**src/rtl/mmio_uart_tx_pkg.sv**
```systemverilog
// uart_pkg: definitions shared by the memory-mapped UART transmitter.
//   - register offsets, decoded from ALUResult[3:2]
//   - bit positions of the STATUS register
//   - serializer state encoding
package uart_pkg;

  // Register offsets (word index inside the 16-byte window)
  localparam logic [1:0] UART_TXDATA = 2'd0;
  localparam logic [1:0] UART_STATUS = 2'd1;
  localparam logic [1:0] UART_DIV    = 2'd2;

  // STATUS bit positions
  localparam int ST_FULL      = 0;
  localparam int ST_EMPTY     = 1;
  localparam int ST_BUSY      = 2;
  localparam int ST_OVF       = 3;
  localparam int ST_COUNT_LSB = 8;
  localparam int ST_COUNT_W   = 4;

  typedef enum logic [1:0] {
    IDLE,
    START,
    DATA,
    STOP
  } uart_tx_state_t;

endpackage

```
**src/rtl/mmio_uart_tx_if.sv**
```systemverilog
// mmio_uart_tx_if: store/load port between the core's data-memory side and
// the UART register window.
//   MemWrite  - store strobe
//   ALUResult - byte address
//   WriteData - store data
//   Hit       - address falls inside the UART window (combinational)
//   ReadData  - load data, 0 outside the window (combinational)
interface mmio_uart_tx_if;
  logic        MemWrite;
  logic [31:0] ALUResult;
  logic [31:0] WriteData;
  logic        Hit;
  logic [31:0] ReadData;

  modport master (
    output MemWrite, ALUResult, WriteData,
    input  Hit, ReadData
  );

  modport slave (
    input  MemWrite, ALUResult, WriteData,
    output Hit, ReadData
  );
endinterface

```
**src/rtl/mmio_uart_tx_sync_fifo.sv**
```systemverilog
// sync_fifo: single-clock FIFO with combinational head read.
//   clk, reset - clock, asynchronous active-high reset (flushes contents)
//   push, din  - write request and data; accepted when not full, or when
//                full and a pop happens in the same cycle
//   pop, dout  - read request and current head entry
//   full, empty, count - occupancy, count is log2(DEPTH)+1 bits
module sync_fifo #(
  parameter int WIDTH = 8,
  parameter int DEPTH = 8
) (
  input  logic                     clk,
  input  logic                     reset,
  input  logic                     push,
  input  logic [WIDTH-1:0]         din,
  input  logic                     pop,
  output logic [WIDTH-1:0]         dout,
  output logic                     full,
  output logic                     empty,
  output logic [$clog2(DEPTH):0]   count
);
  localparam int AW = $clog2(DEPTH);
  localparam logic [AW:0]   FULL_CNT = (AW+1)'(DEPTH);
  localparam logic [AW:0]   CNT_ONE  = {{AW{1'b0}}, 1'b1};
  localparam logic [AW-1:0] PTR_ONE  = {{(AW-1){1'b0}}, 1'b1};

  logic [WIDTH-1:0] mem [DEPTH];
  logic [AW-1:0]    wr_ptr_reg, rd_ptr_reg;
  logic [AW:0]      count_reg, count_next;
  logic             wr_en, rd_en;

  assign full  = (count_reg == FULL_CNT);
  assign empty = (count_reg == '0);
  assign count = count_reg;
  assign dout  = mem[rd_ptr_reg];

  // When full, the slot under wr_ptr is the one being popped, so a
  // simultaneous push can reuse it.
  assign wr_en = push && (!full || pop);
  assign rd_en = pop && !empty;

  always_comb begin
    count_next = count_reg;
    case ({wr_en, rd_en})
      2'b10:   count_next = count_reg + CNT_ONE;
      2'b01:   count_next = count_reg - CNT_ONE;
      default: count_next = count_reg;
    endcase
  end

  always_ff @(posedge clk or posedge reset) begin
    if (reset) begin
      wr_ptr_reg <= '0;
      rd_ptr_reg <= '0;
      count_reg  <= '0;
    end else begin
      if (wr_en) wr_ptr_reg <= wr_ptr_reg + PTR_ONE;
      if (rd_en) rd_ptr_reg <= rd_ptr_reg + PTR_ONE;
      count_reg <= count_next;
    end
  end

  // Storage carries no reset; validity is tracked by the pointers.
  always_ff @(posedge clk) begin
    if (wr_en) mem[wr_ptr_reg] <= din;
  end
endmodule

```
**src/rtl/mmio_uart_tx.sv**
```systemverilog
// mmio_uart_tx: memory-mapped 8N1 UART transmitter.
//   clk, reset - clock, asynchronous active-high reset
//   bus        - core store/load port (slave side); Hit/ReadData combinational
//   tx         - serial line, idles high
//   tx_busy    - serializer active or bytes still queued
// Registers: 0x0 TXDATA (push), 0x4 STATUS, 0x8 DIV, 0xC reserved.
module mmio_uart_tx
  import uart_pkg::*;
#(
  parameter logic [31:0] BASE_ADDR   = 32'h1000_0000,
  parameter int          FIFO_DEPTH  = 8,
  parameter logic [15:0] DEFAULT_DIV = 16'd868
) (
  input  logic            clk,
  input  logic            reset,
  mmio_uart_tx_if.slave   bus,
  output logic            tx,
  output logic            tx_busy
);
  localparam int CW = $clog2(FIFO_DEPTH) + 1;

  logic           hit, reg_wr, push_req;
  logic [1:0]     reg_sel;
  logic           fifo_full, fifo_empty, fifo_pop;
  logic [7:0]     fifo_dout;
  logic [CW-1:0]  fifo_count;
  logic           ovf_reg;
  logic [15:0]    div_reg;
  logic [31:0]    status_word, rdata;

  uart_tx_state_t state_reg, state_next;
  logic [7:0]     shift_reg, shift_next;
  logic [2:0]     bit_cnt_reg, bit_cnt_next;
  logic [15:0]    baud_cnt_reg, baud_cnt_next;
  logic           tx_reg, tx_next;
  logic           bit_end;

  // Address decode: low two address bits are don't-care.
  assign hit      = (bus.ALUResult[31:4] == BASE_ADDR[31:4]);
  assign reg_sel  = bus.ALUResult[3:2];
  assign reg_wr   = bus.MemWrite && hit;
  assign push_req = reg_wr && (reg_sel == UART_TXDATA);

  logic unused_bits;
  assign unused_bits = ^{bus.ALUResult[1:0], bus.WriteData[31:16]};

  sync_fifo #(
    .WIDTH (8),
    .DEPTH (FIFO_DEPTH)
  ) u_fifo (
    .clk   (clk),
    .reset (reset),
    .push  (push_req),
    .din   (bus.WriteData[7:0]),
    .pop   (fifo_pop),
    .dout  (fifo_dout),
    .full  (fifo_full),
    .empty (fifo_empty),
    .count (fifo_count)
  );

  // Overflow is sticky: only a rejected push sets it, only STATUS bit3 clears it.
  always_ff @(posedge clk or posedge reset) begin
    if (reset) begin
      ovf_reg <= 1'b0;
      div_reg <= DEFAULT_DIV;
    end else begin
      if (push_req && fifo_full && !fifo_pop)
        ovf_reg <= 1'b1;
      else if (reg_wr && reg_sel == UART_STATUS && bus.WriteData[ST_OVF])
        ovf_reg <= 1'b0;
      // A zero divisor would never end a bit, so it is clamped to 1.
      if (reg_wr && reg_sel == UART_DIV)
        div_reg <= (bus.WriteData[15:0] == 16'd0) ? 16'd1 : bus.WriteData[15:0];
    end
  end

  always_comb begin
    status_word = '0;
    status_word[ST_FULL]  = fifo_full;
    status_word[ST_EMPTY] = fifo_empty;
    status_word[ST_BUSY]  = (state_reg != IDLE);
    status_word[ST_OVF]   = ovf_reg;
    status_word[ST_COUNT_LSB +: ST_COUNT_W] = ST_COUNT_W'(fifo_count);
  end

  always_comb begin
    rdata = '0;
    if (hit) begin
      case (reg_sel)
        UART_STATUS: rdata = status_word;
        UART_DIV:    rdata = {16'b0, div_reg};
        default:     rdata = '0;
      endcase
    end
  end

  assign bus.Hit      = hit;
  assign bus.ReadData = rdata;

  // '>=' rather than '==' so a divisor lowered mid-bit below the current
  // count still ends the bit on the next cycle.
  assign bit_end = (baud_cnt_reg >= div_reg - 16'd1);

  always_comb begin
    state_next    = state_reg;
    shift_next    = shift_reg;
    bit_cnt_next  = bit_cnt_reg;
    baud_cnt_next = baud_cnt_reg + 16'd1;
    fifo_pop      = 1'b0;
    case (state_reg)
      IDLE: begin
        baud_cnt_next = '0;
        if (!fifo_empty) begin
          fifo_pop     = 1'b1;
          shift_next   = fifo_dout;
          bit_cnt_next = '0;
          state_next   = START;
        end
      end
      START: begin
        if (bit_end) begin
          baud_cnt_next = '0;
          bit_cnt_next  = '0;
          state_next    = DATA;
        end
      end
      DATA: begin
        if (bit_end) begin
          baud_cnt_next = '0;
          if (bit_cnt_reg == 3'd7) begin
            state_next = STOP;
          end else begin
            bit_cnt_next = bit_cnt_reg + 3'd1;
            shift_next   = {1'b0, shift_reg[7:1]};
          end
        end
      end
      STOP: begin
        if (bit_end) begin
          baud_cnt_next = '0;
          // Chain straight into the next frame when more data is queued.
          if (!fifo_empty) begin
            fifo_pop     = 1'b1;
            shift_next   = fifo_dout;
            bit_cnt_next = '0;
            state_next   = START;
          end else begin
            state_next = IDLE;
          end
        end
      end
      default: state_next = IDLE;
    endcase
    // Line level is registered from the next state so tx is glitch-free.
    case (state_next)
      START:   tx_next = 1'b0;
      DATA:    tx_next = shift_next[0];
      default: tx_next = 1'b1;
    endcase
  end

  always_ff @(posedge clk or posedge reset) begin
    if (reset) begin
      state_reg    <= IDLE;
      shift_reg    <= '0;
      bit_cnt_reg  <= '0;
      baud_cnt_reg <= '0;
      tx_reg       <= 1'b1;
    end else begin
      state_reg    <= state_next;
      shift_reg    <= shift_next;
      bit_cnt_reg  <= bit_cnt_next;
      baud_cnt_reg <= baud_cnt_next;
      tx_reg       <= tx_next;
    end
  end

  assign tx      = tx_reg;
  assign tx_busy = (state_reg != IDLE) || !fifo_empty;
endmodule

```
**src/flat_wrapper.sv**
```systemverilog
// flat-port wrapper written by rule: the top's interface ports become plain ports
module mmio_uart_tx_flat import uart_pkg::*;
#(
  parameter logic [31:0] BASE_ADDR   = 32'h1000_0000,
  parameter int          FIFO_DEPTH  = 8,
  parameter logic [15:0] DEFAULT_DIV = 16'd868
)
  (clk, reset, tx, tx_busy, bus_MemWrite, bus_ALUResult, bus_WriteData, bus_Hit, bus_ReadData);
  mmio_uart_tx_if bus_i ();
  input  logic clk;
  input  logic reset;
  output logic tx;
  output logic tx_busy;
  input wire logic [$bits(bus_i.MemWrite)-1:0] bus_MemWrite;
  input wire logic [$bits(bus_i.ALUResult)-1:0] bus_ALUResult;
  input wire logic [$bits(bus_i.WriteData)-1:0] bus_WriteData;
  output wire logic [$bits(bus_i.Hit)-1:0] bus_Hit;
  output wire logic [$bits(bus_i.ReadData)-1:0] bus_ReadData;
  assign bus_i.MemWrite = bus_MemWrite;
  assign bus_i.ALUResult = bus_ALUResult;
  assign bus_i.WriteData = bus_WriteData;
  assign bus_Hit = bus_i.Hit;
  assign bus_ReadData = bus_i.ReadData;
  mmio_uart_tx #(.BASE_ADDR(BASE_ADDR), .FIFO_DEPTH(FIFO_DEPTH), .DEFAULT_DIV(DEFAULT_DIV)) u_core (.clk(clk), .reset(reset), .bus(bus_i), .tx(tx), .tx_busy(tx_busy));
endmodule
```
**config.mk**
```make
export PLATFORM = sky130hd
export DESIGN_NAME = mmio_uart_tx_flat
export DESIGN_NICKNAME = d
export VERILOG_FILES = /design/src/rtl/mmio_uart_tx_pkg.sv /design/src/rtl/mmio_uart_tx_if.sv /design/src/rtl/mmio_uart_tx_sync_fifo.sv /design/src/rtl/mmio_uart_tx.sv /design/src/flat_wrapper.sv
export SDC_FILE = /design/constraint.sdc
export NUM_CORES = 1
export LEC_CHECK = 0
export CAP_MARGIN = 30
export CORE_MARGIN = 1
export CORE_UTILIZATION = 58
export DETAILED_ROUTE_END_ITERATION = 16
export MAX_ROUTING_LAYER = met4
export PLACE_DENSITY = 0.83
export SYNTH_ARGS = -nofsm -noshare
export SYNTH_HDL_FRONTEND = slang
export SYNTH_SLANG_ARGS = --single-unit
```
**constraint.sdc**
```tcl
create_clock -name clk -period 8.75 [get_ports clk]
set_input_delay 0.875 -clock clk [delete_from_list [all_inputs] [get_ports clk]]
set_output_delay 0.875 -clock clk [all_outputs]
set_load 0.1 [all_outputs]
```
# Yosys cells after proc, flatten, opt, wreduce, memory -nomap -nowiden

Memories as Yosys holds them, arrays and structs flattened.
Cells that the tools add are included.

ROM bits: 0
Word-level logic and storage cells: 93
Bits of input ports: 67
Memories kept: 1
RAM bits: 64
Flip-flop bits (word level): 57
Bits in latches: 0
Output and inout bits: 35

Memories:

| name              | depth | width | read ports | clocked after Yosys merged registers in | wr ports | line                         | text |
|---|---|---|---|---|---|---|---|
| u_core.u_fifo.mem | 8     | 8     | 1          | 0                                       | 1        | mmio_uart_tx_sync_fifo.sv:26 | `logic [WIDTH-1:0] mem [DEPTH];` |

Div/mod/pow operators: 0
Order comparisons: 1
Reduce and logical (&&, ||, !) cells: 25
Bitwise logic cells: 0
Multiply operators: 0
Shifts and indexed selects: 0
Equality and inequality tests: 16
Multiplexer cells: 32
Add/sub/neg operators: 7

Operators with widths:

| operator                | count |
|---|---|
| $pmux W16 S2            | 2 |
| $mux W16                | 2 |
| $mux W32                | 1 |
| $mux W8                 | 4 |
| $eq A28 B25 Y1 const B  | 1 |
| $pmux W8 S3             | 1 |
| $add A16 B1 Y16 const B | 1 |
| $ge A16 B16 Y1          | 1 |
| $logic_not A16 Y1       | 1 |
| $sub A16 B1 Y16 const B | 1 |
| $mux W3                 | 5 |
| $pmux W3 S4             | 1 |
| $eq A2 B2 Y1 const B    | 5 |
| $mux W2                 | 5 |
| $add A3 B1 Y3 const B   | 3 |
| $logic_and A1 B1 Y1     | 9 |
| $eq A2 B1 Y1 const B    | 4 |
| $pmux W2 S4             | 1 |
| $pmux W4 S2             | 1 |
| $reduce_and A4 Y1       | 2 |
| $mux W1                 | 7 |
| $ne A2 B1 Y1 const B    | 3 |
| $reduce_bool A2 Y1      | 3 |
| $add A4 B1 Y4 const B   | 1 |
| other kinds (11)        | 16 |

# Longest topological paths before layout

Depth in word-level cells: 8
Gate-level depth with buffers: 21
Depth with buffers taken out: 21

# Cells and area by module

A second synthesis with hierarchy kept.

Cells, all modules: 505
Area, all modules: 6358.6 um^2

By module, submodules not included:

| module       | cells an instance | area each (um^2) | seq. area each (um^2) | times used |
|---|---|---|---|---|
| mmio_uart_tx | 345               | 3290.7           | 1183.6                | 1 |
| sync_fifo    | 160               | 3067.9           | 2172.1                | 1 |

# Worst setup path after synthesis

OpenSTA, ideal clock, no wires.

Kind: register to register
From: reg u_core.div_reg[3]
To: reg u_core.u_fifo.count_reg[2], in the netlist u_core.u_fifo.count[2]
Path slack: 4.287 ns
Setup time: 0.133 ns
Clock period less this slack: 4.463 ns
Path buffers: 0
Data arrival time: 4.330 ns
Data required time: 8.617 ns
Cell stages (with the launch flop): 20
Cell sequence: dfrtp_1 or4_1 or4_4 nand2b_4 nor4_2 xnor2_1 ha_1 and4_4 o211ai_2 o311ai_1 o211ai_1 a21oi_2 inv_1 ha_1 xor2_1 ha_1 a21oi_1 xor2_1 nor2_1 xor2_1

Cells in the longest elaborated chain, start to end: 8
Elaborated cells on any way between the ends: 11
Those cells by class: add/sub: 1; order compare: 1; eq/ne: 2; mux: 3; reduce/logical: 4

RTL lines:

| element                                           | line                         | text |
|---|---|---|
| start: declaration                                | mmio_uart_tx.sv:28           | `logic [15:0] div_reg;` |
| start signal: assignment                          | mmio_uart_tx.sv:74           | `div_reg <= (bus.WriteData[15:0] == 16'd0) ? 16'd1 : bus.WriteData[15:0];` |
| $sub A16 B1 Y16 (*)                               | mmio_uart_tx.sv:103          | `assign bit_end = (baud_cnt_reg >= div_reg - 16'd1);` |
| $ge A16 B16 Y1 (*)                                | mmio_uart_tx.sv:103          |  |
| $mux W1 (*)                                       | mmio_uart_tx.sv:140          | `if (bit_end) begin` |
| $pmux W1 S2 (*)                                   | mmio_uart_tx.sv:111          | `case (state_reg)` |
| $logic_or A1 B1 Y1                                | mmio_uart_tx_sync_fifo.sv:38 | `assign wr_en = push && (!full \|\| pop);` |
| $logic_and A1 B1 Y1                               | mmio_uart_tx_sync_fifo.sv:38 |  |
| $eq A2 B1 Y1 or $eq A2 B2 Y1 (tied branches)      | mmio_uart_tx_sync_fifo.sv:43 | `case ({wr_en, rd_en})` |
| $pmux W4 S2 or $reduce_bool A2 Y1 (tied branches) | --                           |  |
| end signal: assignment                            | mmio_uart_tx_sync_fifo.sv:58 | `count_reg <= count_next;` |
| end: declaration                                  | mmio_uart_tx_sync_fifo.sv:28 | `logic [AW:0] count_reg, count_next;` |

Every way passes the cells marked *; elsewhere a longest branch is shown, timed or not.
A chain may end at the register's enable or synchronous reset.

# Worst setup path in the final report

From: in bus_ALUResult[11]
To: out bus_ReadData[2]

Cells in the longest elaborated chain, start to end: 2

RTL lines:

| element            | line               | text |
|---|---|---|
| start: declaration | flat_wrapper.sv:15 | `input wire logic [$bits(bus_i.ALUResult)-1:0] bus_ALUResult;` |
| $eq A28 B25 Y1     | mmio_uart_tx.sv:39 | `assign hit = (bus.ALUResult[31:4] == BASE_ADDR[31:4]);` |
| $mux W32           | mmio_uart_tx.sv:89 | `if (hit) begin` |
| end: declaration   | flat_wrapper.sv:18 | `output wire logic [$bits(bus_i.ReadData)-1:0] bus_ReadData;` |

Every way passes these cells.

==> summary.md <==
| Metric | Value |
|---|---|
| Global-route congestion overflow total | `0` |
| Maximum cell stage delay along the critical path | `1.17 ns` |
| Post-CTS resize count | `0` |
| Arrival time at the worst endpoint | `4.36 ns` |
| Crit Reg-Reg Startpoint | `u_core.div_reg[3]` |
| Iteration-0 DRC Markers | `351` |
| Synth warnings | `0` |
| Endpoint of the worst hold-timing path | `u_core.baud_cnt_reg[0]` |
| Category of the most critical setup path | `primary input to output pin` |
| Cells on Worst Hold Path | `1` |
| Max Cap Violations | `0` |
| Area of the mapped netlist | `6450 um2` |
| Fraction of synthesis flops using an asynchronous set or reset pin | `0.471` |
| Total of fill cells in the finished design | `664` |
| Average detailed-routed wire length per instance | `19.2 um` |
| Flip-flop and latch area | `3360 um2` |
| Total power divided by cell area | `182 nW/um2` |
| Required time of the worst setup path | `7.88 ns` |
| Clock tree from TritonCTS | `done` |
| Maximum number of pins on one net before global-route repair | `58` |
| Startpoint of the tightest hold check path | `u_core.baud_cnt_reg[0]` |
| Total placed instance area | `7220 um2` |
| Max FFs per register | `64` |
| CP max FO | `13` |
| Number of rows in the core area | `38` |
| Worst IR Drop VDD | `0.000153 V` |
| Weighted congestion at the end of routability-driven global placement | `0.860` |
| Tightest Hold Check Type | `register to register` |
| Number of nets in the finished design | `697` |
| Number of CTS-inserted buffers | `17` |
| Number of sinks on the clock net | `121` |
| Area used by multi-input combinational logic | `2870 um2` |
| Most instantiated library cell after synthesis | `sky130_fd_sc_hd__edfxtp_1` |
| Horizontal extent of the die | `107 um` |
| Power Internal | `1.08 mW` |
| Post-DP HPWL | `9890 um` |
| EDFF count, synth | `64` |
| Final min period | `5.23 ns` |
| Portion of the post-synthesis area used by sequential elements | `0.520` |
| Portion of total power attributed to the clock network | `0.490` |
| Share of final-layout standard cells stronger than drive strength 1 | `0.158` |
| Synth Register Bits | `121` |
| Fraction of the core area covered by cells at the end of the flow | `0.720` |
| Top cell type's share of synthesized area | `0.298` |
| Area growth syn-to-layout | `21.1%` |
| Setup Skew | `0.00903 ns` |
| Port Buffers | `67` |
| Switching power | `0.334 mW` |
| Number of H-tree levels | `4` |
| Post-route ant nets | `0` |
| Biggest area consumer among synthesized cells | `sky130_fd_sc_hd__edfxtp_1` |
| Overall routed net length | `14300 um` |
| Worst slew margin relative to its limit | `0.343` |
| Setup repair after global routing missed its margin | `no` |
| Max stage delay cell, worst path | `sky130_fd_sc_hd__clkdlybuf4s50_1` |
| Top cells by count, synth | `sky130_fd_sc_hd__edfxtp_1 (64), sky130_fd_sc_hd__nor2_1 (52), sky130_fd_sc_hd__dfrtp_1 (51)` |
| Final setup violation count | `0` |
| Antenna violations before repair | `0` |
| Final-layout setup total negative slack | `0 ns` |
| Number of buffer and inverter stages on the critical path | `2` |
| Status | `complete, no violations` |
| Fmax achieved | `191 MHz` |
| Post-route fraction of the period consumed by the critical path | `0.598` |
| Number of pins exceeding their max-slew limit in the final report | `0` |
| Chip Height | `107 um` |
| Iteration count of the initial detailed-routing pass | `5` |
| Overall via count from detail_route | `4578` |
| Post-route worst hold slack | `0.515 ns` |
| DRC errors left | `0` |
| Switching Fraction | `0.236` |
| Post-CTS Setup Repair Bufs | `0` |
| Synth top area cells | `sky130_fd_sc_hd__edfxtp_1 (30%), sky130_fd_sc_hd__dfrtp_1 (20%), sky130_fd_sc_hd__ha_1 (6.6%)` |
| Starting Density | `0.595` |
| Count of cell types in the netlist | `62` |
| Relative contribution of combinational cells to total power | `0.070` |
| Final hold violation count | `0` |
| Number of global-route vias before repair | `4632` |
| Post-synthesis average cell area | `12.3 um2` |
| Dominant delay contributor by cell family on the critical path | `simple AND/OR/NAND/NOR gates` |
| Power share of the sequential group | `0.439` |
| Area of all placed cells without fillers | `7810 um2` |
| Die ar. | `11500 um2` |
| Gr usage total | `0.276` |
| Total leakage power | `3.04 nW` |
| Critical path launch point type | `primary input` |
| Synthesized instance count | `523` |
| Main synth FF type | `sky130_fd_sc_hd__edfxtp_1` |
| Post-CTS Hold Buffers | `0` |
| Area of the core region | `10800 um2` |
| Clock Tree Buf Depth | `2` |
| Endpoint type of the worst setup path | `output pin` |
| Post-detailed-route via-to-cell ratio | `6.11` |
| Clock slew seen by the registers of the worst setup and hold paths | `0.06 ns` |
| Register-to-Register Path Depth | `19` |
| # diodes | `0` |
| Critical path, cell by cell | `clkdlybuf4s50_1, nor4_1, nand4_1, nor2_1, nand2_1, nor2_1, clkdlybuf4s50_1` |
| Cell at the root of the clock tree | `sky130_fd_sc_hd__clkbuf_8` |
| First-pass GRT wire length | `22900 um` |
| Clock latency reported for the late side of the worst-skew pair | `0.53 ns` |
| Number of ports placed on the die boundary | `102` |
| Worst-Margin Slew | `0.983 ns` |
| Flop-to-flop setup slack | `3.67 ns` |
| R2R Path End | `u_core.u_fifo.count[2]` |
[power by group through the flow]
stage	sequential [mW]	combinational, mW	clock (mW)
floorplan	0.630	0.0679	0
global placement	0.632	0.0943	0
detailed placement	0.633	0.0989	0
CTS	0.622	0.0995	0.700
global route	0.624	0.108	0.725
finish	0.623	0.0996	0.695
[worst max path at each step]
stage | start | cells after the start | slack, ns | to
floorplan | u_core.div_reg[3] | 19 | 4.29 | u_core.u_fifo.count[2]
global placement | u_core.div_reg[3] | 13 | 3.63 | u_core.u_fifo.mem[0][0]
detailed placement | bus_ALUResult[7] | 7 | 3.62 | bus_ReadData[3]
CTS | bus_ALUResult[11] | 7 | 3.57 | bus_ReadData[2]
global route | bus_ALUResult[11] | 7 | 3.31 | bus_ReadData[0]
finish | bus_ALUResult[11] | 7 | 3.52 | bus_ReadData[2]
[layer usage]
| metal | routed length (um) | global-route usage | up-vias |
|---|---|---|---|
| met4 | 164 | 0.0861 | 0 |
| met5 | 0 | - | - |
| met1 | 5660 | 0.337 | 2258 |
| met3 | 1220 | 0.0793 | 16 |
| li1 | - | - | 2057 |
| met2 | 7300 | 0.449 | 247 |
[cell families (layout without fill, tap and decap cells)]
family                   Yosys count  in the layout  synth area share
multiplexers                      44             44             0.103
flip-flops                       121            121             0.520
adder cells (fa/ha/maj)           34             34            0.0660
AO/OA/AOI/OAI                     70             70            0.0861
XOR/XNOR                          37             37            0.0502
other                              1             16          0.000581
AND/OR/NAND/NOR                  159            159             0.130
buffers and inverters             57            128            0.0438
[through the flow]
stage                     std cells  total power, mW  worst slack (ns)
after floorplan                 538            0.698              4.29
final                           749             1.42              3.52
after global routing            749             1.46              3.31
after global placement          714            0.726              3.63
after CTS                       749             1.42              3.57
after detailed placement        717            0.732              3.62
[worst reg2reg max path, cell delays in order (launching register included)]
cell,delay [ns]
sky130_fd_sc_hd__dfrtp_1,0.43
sky130_fd_sc_hd__or4_1,0.58
sky130_fd_sc_hd__or4_4,0.46
sky130_fd_sc_hd__nand2b_4,0.16
sky130_fd_sc_hd__nor4_2,0.18
sky130_fd_sc_hd__xnor2_1,0.11
sky130_fd_sc_hd__ha_1,0.34
sky130_fd_sc_hd__and4_4,0.28
sky130_fd_sc_hd__o211ai_2,0.12
sky130_fd_sc_hd__o311ai_1,0.34
sky130_fd_sc_hd__o211ai_1,0.26
sky130_fd_sc_hd__a21oi_2,0.42
sky130_fd_sc_hd__inv_1,0.12
sky130_fd_sc_hd__ha_1,0.29
sky130_fd_sc_hd__xor2_1,0.19
sky130_fd_sc_hd__ha_1,0.19
sky130_fd_sc_hd__a21oi_1,0.14
sky130_fd_sc_hd__xor2_1,0.16
sky130_fd_sc_hd__nor2_1,0.06
sky130_fd_sc_hd__xor2_1,0.14
[cell type report]
type | instances | area share
inverters | 24 | 0.0115
repair buffers | 72 | 0.0933
well taps | 140 | 0.0224
clock buffers | 18 | 0.0535
multi-input cells | 360 | 0.367
flip-flops and latches | 121 | 0.430
clock inverters | 14 | 0.0223
[placed cells by master (no fill, tap or decap), types with 6 or more instances in the layout]
cell type,instances
sky130_fd_sc_hd__nor2_1,52
sky130_fd_sc_hd__clkbuf_16,16
sky130_fd_sc_hd__nand2_1,33
sky130_fd_sc_hd__o21ai_0,12
sky130_fd_sc_hd__xnor2_1,18
sky130_fd_sc_hd__o22ai_1,6
sky130_fd_sc_hd__mux2_2,18
sky130_fd_sc_hd__nor4_1,9
sky130_fd_sc_hd__dfstp_2,6
sky130_fd_sc_hd__xor2_1,19
sky130_fd_sc_hd__inv_1,23
sky130_fd_sc_hd__ha_1,34
sky130_fd_sc_hd__edfxtp_1,64
sky130_fd_sc_hd__dfrtp_1,51
sky130_fd_sc_hd__clkdlybuf4s50_1,67
sky130_fd_sc_hd__mux2i_1,10
sky130_fd_sc_hd__a22oi_1,15
sky130_fd_sc_hd__a21oi_1,8
sky130_fd_sc_hd__nand3_1,9
sky130_fd_sc_hd__nand4_1,6
sky130_fd_sc_hd__and3_1,13
sky130_fd_sc_hd__nor3_1,9
sky130_fd_sc_hd__mux4_2,16
sky130_fd_sc_hd__conb_1,16
Power figures use the tool's default switching activity.
